--- src/rtl/shift_sequencer_6bit_pkg.sv ---
// Shared definitions for the 6-bit shift-register sequencer:
// FSM state encoding, register width and counter width.
package shift_sequencer_6bit_pkg;

    localparam int REG_WIDTH = 6;
    localparam int CNT_WIDTH = 3;

    typedef enum logic [1:0] {
        IDLE    = 2'd0,
        LOAD    = 2'd1,
        SHIFT   = 2'd2,
        CAPTURE = 2'd3
    } seq_state_e;

endpackage

--- src/rtl/shift_sequencer_6bit.sv ---
// Sequencer for the 6-bit JK right-shift register.
// Accepts a start request, presets or clears the register, gates
// SHIFT_COUNT shift cycles, then captures regOut into result and pulses done.
//
// Optional build macro SHIFT_SEQUENCER_ROTATE_EN: when defined, the register
// serial input is fed from regOut[0] during SHIFT (rotate) and serialIn is
// ignored; when undefined, serialIn is passed through during SHIFT.
//
// Handshake: start is a level request sampled on the rising clock edge and
// is accepted only when busy=0 (IDLE); there is no queueing, and a start
// seen in any other state is dropped. done is a one-cycle pulse in CAPTURE;
// result is valid from the cycle after done and held until the next capture.
module shift_sequencer_6bit
    import shift_sequencer_6bit_pkg::*;
#(
    parameter int WIDTH       = REG_WIDTH,
    parameter int SHIFT_COUNT = 6
) (
    input  logic             clockpulse,
    input  logic             clear,
    input  logic             start,
    input  logic             loadMode,
    input  logic [WIDTH-1:0] loadWord,
    input  logic             serialIn,
    input  logic [WIDTH-1:0] regOut,
    output logic             regClear,
    output logic             regEnablePreset,
    output logic [WIDTH-1:0] regPreset,
    output logic             regSerialInput,
    output logic             shiftEnable,
    output logic             serialOut,
    output logic             busy,
    output logic             done,
    output logic [WIDTH-1:0] result,
    output seq_state_e       dbg_state
);

    // Counter value of the final SHIFT cycle; the counter stops here.
    localparam logic [CNT_WIDTH-1:0] LAST_CNT = CNT_WIDTH'(SHIFT_COUNT - 1);

    seq_state_e             state_q, state_d;
    logic [CNT_WIDTH-1:0]   cnt_q, cnt_d;
    logic [WIDTH-1:0]       result_q, result_d;
    logic                   accept;

    // Registered output strobes. The preset word and the clear/preset
    // choice are captured here at accept, so they also act as the latched
    // copy of loadMode/loadWord for the single LOAD cycle.
    logic                   reg_clear_q, reg_clear_d;
    logic                   preset_en_q, preset_en_d;
    logic [WIDTH-1:0]       preset_q, preset_d;
    logic                   shift_en_q, shift_en_d;
    logic                   busy_q, busy_d;
    logic                   done_q, done_d;

    // Next-state, counter, capture and registered-output decode.
    always_comb begin
        state_d     = state_q;
        cnt_d       = cnt_q;
        result_d    = result_q;
        accept      = 1'b0;

        case (state_q)
            IDLE: begin
                if (start) begin
                    accept  = 1'b1;
                    state_d = LOAD;
                end
            end
            LOAD: begin
                cnt_d   = '0;
                state_d = SHIFT;
            end
            SHIFT: begin
                if (cnt_q == LAST_CNT) begin
                    state_d = CAPTURE;
                end else begin
                    cnt_d = cnt_q + 1'b1;
                end
            end
            CAPTURE: begin
                result_d = regOut;
                state_d  = IDLE;
            end
            default: begin
                state_d = IDLE;
            end
        endcase

        // Outputs are registered, so they are decoded from the state being
        // entered. LOAD is only reachable through accept, so the clear or
        // preset strobe follows the loadMode/loadWord seen at accept.
        reg_clear_d = accept & ~loadMode;
        preset_en_d = accept & loadMode;
        preset_d    = (accept & loadMode) ? loadWord : '0;
        shift_en_d  = (state_d == SHIFT);
        busy_d      = (state_d != IDLE);
        done_d      = (state_d == CAPTURE);
    end

    // State, counter, result and output registers; clear aborts to IDLE.
    always_ff @(posedge clockpulse or posedge clear) begin
        if (clear) begin
            state_q     <= IDLE;
            cnt_q       <= '0;
            result_q    <= '0;
            reg_clear_q <= 1'b1;
            preset_en_q <= 1'b0;
            preset_q    <= '0;
            shift_en_q  <= 1'b0;
            busy_q      <= 1'b0;
            done_q      <= 1'b0;
        end else begin
            state_q     <= state_d;
            cnt_q       <= cnt_d;
            result_q    <= result_d;
            reg_clear_q <= reg_clear_d;
            preset_en_q <= preset_en_d;
            preset_q    <= preset_d;
            shift_en_q  <= shift_en_d;
            busy_q      <= busy_d;
            done_q      <= done_d;
        end
    end

    assign regClear        = reg_clear_q;
    assign regEnablePreset = preset_en_q;
    assign regPreset       = preset_q;
    assign shiftEnable     = shift_en_q;
    assign busy            = busy_q;
    assign done            = done_q;
    assign result          = result_q;
    assign dbg_state       = state_q;

    // Serial paths are combinational and forced low outside SHIFT.
    assign serialOut = (state_q == SHIFT) ? regOut[0] : 1'b0;

`ifdef SHIFT_SEQUENCER_ROTATE_EN
    logic unused_serial_in;
    assign unused_serial_in = serialIn;
    assign regSerialInput   = (state_q == SHIFT) ? regOut[0] : 1'b0;
`else
    assign regSerialInput   = (state_q == SHIFT) ? serialIn : 1'b0;
`endif

endmodule

--- config.mk ---
export PLATFORM = sky130hd
export DESIGN_NAME = shift_sequencer_6bit
export DESIGN_NICKNAME = d
export VERILOG_FILES = /design/src/rtl/shift_sequencer_6bit_pkg.sv /design/src/rtl/shift_sequencer_6bit.sv
export SDC_FILE = /design/constraint.sdc
export NUM_CORES = 1
export LEC_CHECK = 0
export BUFFER_PORTS_ARGS = -buffer_cell sky130_fd_sc_hd__buf_2
export CELL_PAD_IN_SITES_DETAIL_PLACEMENT = 0
export CELL_PAD_IN_SITES_GLOBAL_PLACEMENT = 1
export CORE_MARGIN = 5
export CORE_UTILIZATION = 38
export CTS_CLUSTER_DIAMETER = 80
export DETAILED_ROUTE_END_ITERATION = 10
export MAX_ROUTING_LAYER = met4
export PLACE_DENSITY = 0.89
export SYNTH_ARGS = -nofsm -noshare
export SYNTH_HDL_FRONTEND = slang
export SYNTH_SLANG_ARGS = --single-unit
--- constraint.sdc ---
create_clock -name clockpulse -period 4.1 [get_ports clockpulse]
set_input_delay 0.205 -clock clockpulse [delete_from_list [all_inputs] [get_ports clockpulse]]
set_output_delay 0.205 -clock clockpulse [all_outputs]
set_load 0.05 [all_outputs]
## Word-level counts from Yosys, hierarchy flattened

Index checks and enable logic that the tools add are counted.

| cells by class | value |
|---|---|
| muxes and demuxes | 10 |
| eq/ne operators | 7 |
| reductions and logical operators | 4 |
| add/subtract/negate cells | 1 |
| bitwise logic cells | 3 |

Operators by type and width:

| kind | count |
|---|---|
| $eq 2x2->1 const B | 4 |
| $pmux 2 s4 | 1 |
| $mux 6 | 1 |
| $pmux 3 s2 | 1 |
| $mux 1 | 4 |
| $mux 2 | 2 |
| $reduce_bool 2->1 | 2 |
| $add 3x1->3 const B | 1 |
| $eq 3x3->1 const B | 1 |
| $mux 3 | 1 |
| $and 1x1->1 | 2 |
| $eq 2x1->1 const B | 1 |
| $logic_not 2->1 | 1 |
| $ne 2x2->1 const B | 1 |
| $reduce_and 2->1 | 1 |
| $not 1->1 | 1 |

| storage, ports and cells | value |
|---|---|
| flip-flop bits (word level) | 22 |
| output and inout bits | 21 |
| bits of input ports | 17 |
| word-level logic and storage cells | 34 |

## Depth between registers and ports, before layout

| depth | value |
|---|---|
| depth in word-level cells | 4 |
| mapped depth | 6 |

## Worst setup path after synthesis

Ideal clock, no wire load.

| path | value |
|---|---|
| path kind | reg2out |
| from | reg state_q[0] (netlist: dbg_state[0]) |
| to | out regSerialInput |
| path slack | 2.348 ns |
| buffers on the path | 1 |
| stages on the path, launching flop included | 5 |
| arrival | 1.547 ns |
| data required time | 3.895 ns |
| cell sequence | dfrtp_1 > inv_1 > ha_1 > buf_2 > and2_1 |

| between the ends | value |
|---|---|
| longest elaborated chain between the ends | 2 |

Ends and longest elaborated chain:

| item | RTL line | source |
|---|---|---|
| start, declared | shift_sequencer_6bit.sv:41 | `seq_state_e state_q, state_d;` |
| start signal, assigned | shift_sequencer_6bit.sv:114 | `state_q <= state_d;` |
| $eq 2x2->1 | shift_sequencer_6bit.sv:143 | `assign regSerialInput = (state_q == SHIFT) ? serialIn : 1'b0;` |
| $mux 1 | shift_sequencer_6bit.sv:143 |  |
| end, declared | shift_sequencer_6bit.sv:29 | `output logic regSerialInput,` |

Every way passes these cells.

## Worst setup path in the final report

| path | value |
|---|---|
| from | reg state_q[0] (netlist: dbg_state[0]) |
| to | out serialOut |

| between the ends | value |
|---|---|
| longest elaborated chain between the ends | 2 |

Ends and longest elaborated chain:

| item | RTL line | source |
|---|---|---|
| $eq 2x2->1 | shift_sequencer_6bit.sv:136 | `assign serialOut = (state_q == SHIFT) ? regOut[0] : 1'b0;` |
| $mux 1 | shift_sequencer_6bit.sv:136 |  |
| end, declared | shift_sequencer_6bit.sv:31 | `output logic serialOut,` |

Every way passes these cells.

==> impl_metrics.ini <==
[worst_hold_path]
hold_path.class = in2reg

[power]
peakVddDrop_v = 0.000426
powerDensity_nw_per_um2 = 853
leakagePower_uw = 0.000617

[clocking]
cts_buffers = 3
holdBufCountCts = 0
path_clk_slew_ns = 0.11
clockRootBuffer = clkbuf_4
cts.repair.resized = 0
clock_sinks = 22
cts_tree = built
htree_levels = 1
insertion_delay_ns = 0.29
clockBufferDepth = 2
cts_setup_buffers = 0

[grt]
grt_pass1_vias = 655
grt_pass1_wl_mm = 2.87
grtUsageMet1 = 0.126
use_met3 = 0.0153
use_met2 = 0.186
grt-busiest-layer = met2
gr-usage-all-layers = 0.114
gr-total-overflow = 0
grt_max_degree = 23
antenna_found_initial = 0

[flow_run]
maxCapViolations = 0

[critical_path]
path_class = reg2out
r2r_setup_slack_ns = 2.69
path_max_fanout = 10
cp-end-kind = output port
cp_data_required_time_ns = 3.89
arrival_ns = 1.68
cp-start-kind = register

[yosys]
netlist_instances = 71
synth_common_cells = dfrtp_1 (21), and2_1 (9), ha_1 (6), mux2_2 (6), inv_1 (5)
synth_fp_nets = 94
ys_warn_count = 0
synth_edf_count = 0
synthTopCellsByArea = dfrtp_1 (57%), ha_1 (8.2%), mux2_2 (7.4%)
seq_area_frac_synth = 0.601
synth_area_um2 = 918
ys.flop_type = dfrtp_1
synth_top_cell_by_area = dfrtp_1
synth.distinct_cells = 22
async_reset_ff_frac = 1.00
syn_avg_cell_area_um2 = 12.9
synth-seq-cells = 22
synth.top_cell.area_share = 0.572
synth.most_common_cell = dfrtp_1

[sta]
rsz0062_at_grt = no
finalCritPeriodShare = 0.460
worst_pin_slew_ns = 0.777
hold_slack_ns = 0.0155
finalMaxSlewViolations = 0
setup_viol = 0
final_hold_viol_count = 0
fin_worst_skew_ns = 0.000822
finalCriticalPeriod_ns = 1.89
relSlewSlack = 0.481
fin_setup_tns_ns = 0
max_freq_mhz = 530

[route]
wl_per_cell_um = 12.9
drtIter0Drc = 14
via_count = 629
vias_per_cell = 4.59
antenna_left = 0
wirelength_mm = 1.76
drtPass1Iterations = 4
drc = 0

[floorplanning]
num_io_pins = 38
start_util = 0.407
dieArea_um2 = 3500
coreArea_um2 = 2250
std_cell_rows = 17
die_h_um = 59.2
dieWidth_um = 59.2

[place]
dp_hpwl_mm = 1.41
numPortBuffers = 37
gp_congestion = 0.713

[outcome]
status = finished, final reports clean

[layout]
drive_gt1_frac = 0.459
area_growth_pct = 26.3
nets = 133
diodes = 0
-- metal layers --
| layer | up-vias | routed length, um |
|---|---|---|
| met3 | 4 | 104 |
| met1 | 300 | 677 |
| met2 | 20 | 918 |
| met5 | - | 0 |
| li1 | 305 | - |
| met4 | 0 | 60 |
-- worst max-delay path, stage by stage (launching register included) --
cell     delay, ns
dfrtp_1       0.42
inv_1         0.15
ha_1          0.37
and2_1        0.18
buf_2         0.26
-- cell usage in the layout (no fill, tap or decap) --
master     n
a21o_1     1
a21oi_1    1
a31oi_1    1
a31oi_4    1
and2_1     9
and3_1     1
buf_2     37
clkbuf_4   3
clkbuf_8   1
dfrtp_1   21
dfstp_2    1
ha_1       6
inv_1      5
mux2_2     6
nand2_1    2
nand3b_1   2
nand4b_1   1
nor2_1     3
nor2_2     1
nor2b_1    1
nor3b_1    1
o21ai_0    2
or2_1      1
xor2_1     1
-- final cells by class --
cell class              count  area, um^2
multi-input cells          41         333
inverters                   5        18.8
flip-flops and latches     22         552
clock buffers               4        36.3
well taps                  28        35.0
fillers                   200        1090
repair buffers             37         185
-- power breakdown --
part	internal (uW)	switching, uW
registers	293	39.8
logic	164	380
clock network	54.1	59.5
-- logic make-up after synthesis --
kind of cell | synth area share
buffers and inverters | 0.0368
AOI/OAI and AO/OA | 0.0545
and+or+nand+nor | 0.143
muxes | 0.0736
DFF | 0.601
xor gates and xnor gates | 0.00954
adders and majority gates | 0.0817
-- stage by stage --
stage                     cell area (um^2)  cells  setup slack, ns  total power [uW]  utilization
after floorplan                        918     71             2.35               767            -
after global placement                1120    133             2.59               873        0.498
after detailed placement              1120    133             2.54               888        0.498
after CTS                             1160    137             2.19              1000        0.514
after global routing                  1160    137             2.09              1060        0.514
final                                 1160    137             2.21               990        0.514
-- registers in the layout (all words and copies together), names as in the netlist --
name	flops
result	6
regEnablePreset	1
regClear	1
done	1
dbg_state	2
busy	1
regPreset	6
cnt_q	3
shiftEnable	1
-- path summary, 6_finish.rpt --
check / cells after the start / end / startpoint
hold reg to reg: 1 / result[2] / result[2]
min in group asynchronous: 2 / regPreset[2] / clear
max in group asynchronous: 2 / result[5] / clear
hold / removal: 2 / regClear / loadMode
setup reg to reg: 5 / done / dbg_state[0]
setup / recovery: 4 / serialOut / dbg_state[0]
Note: power is estimated with default switching activity, not from simulation.
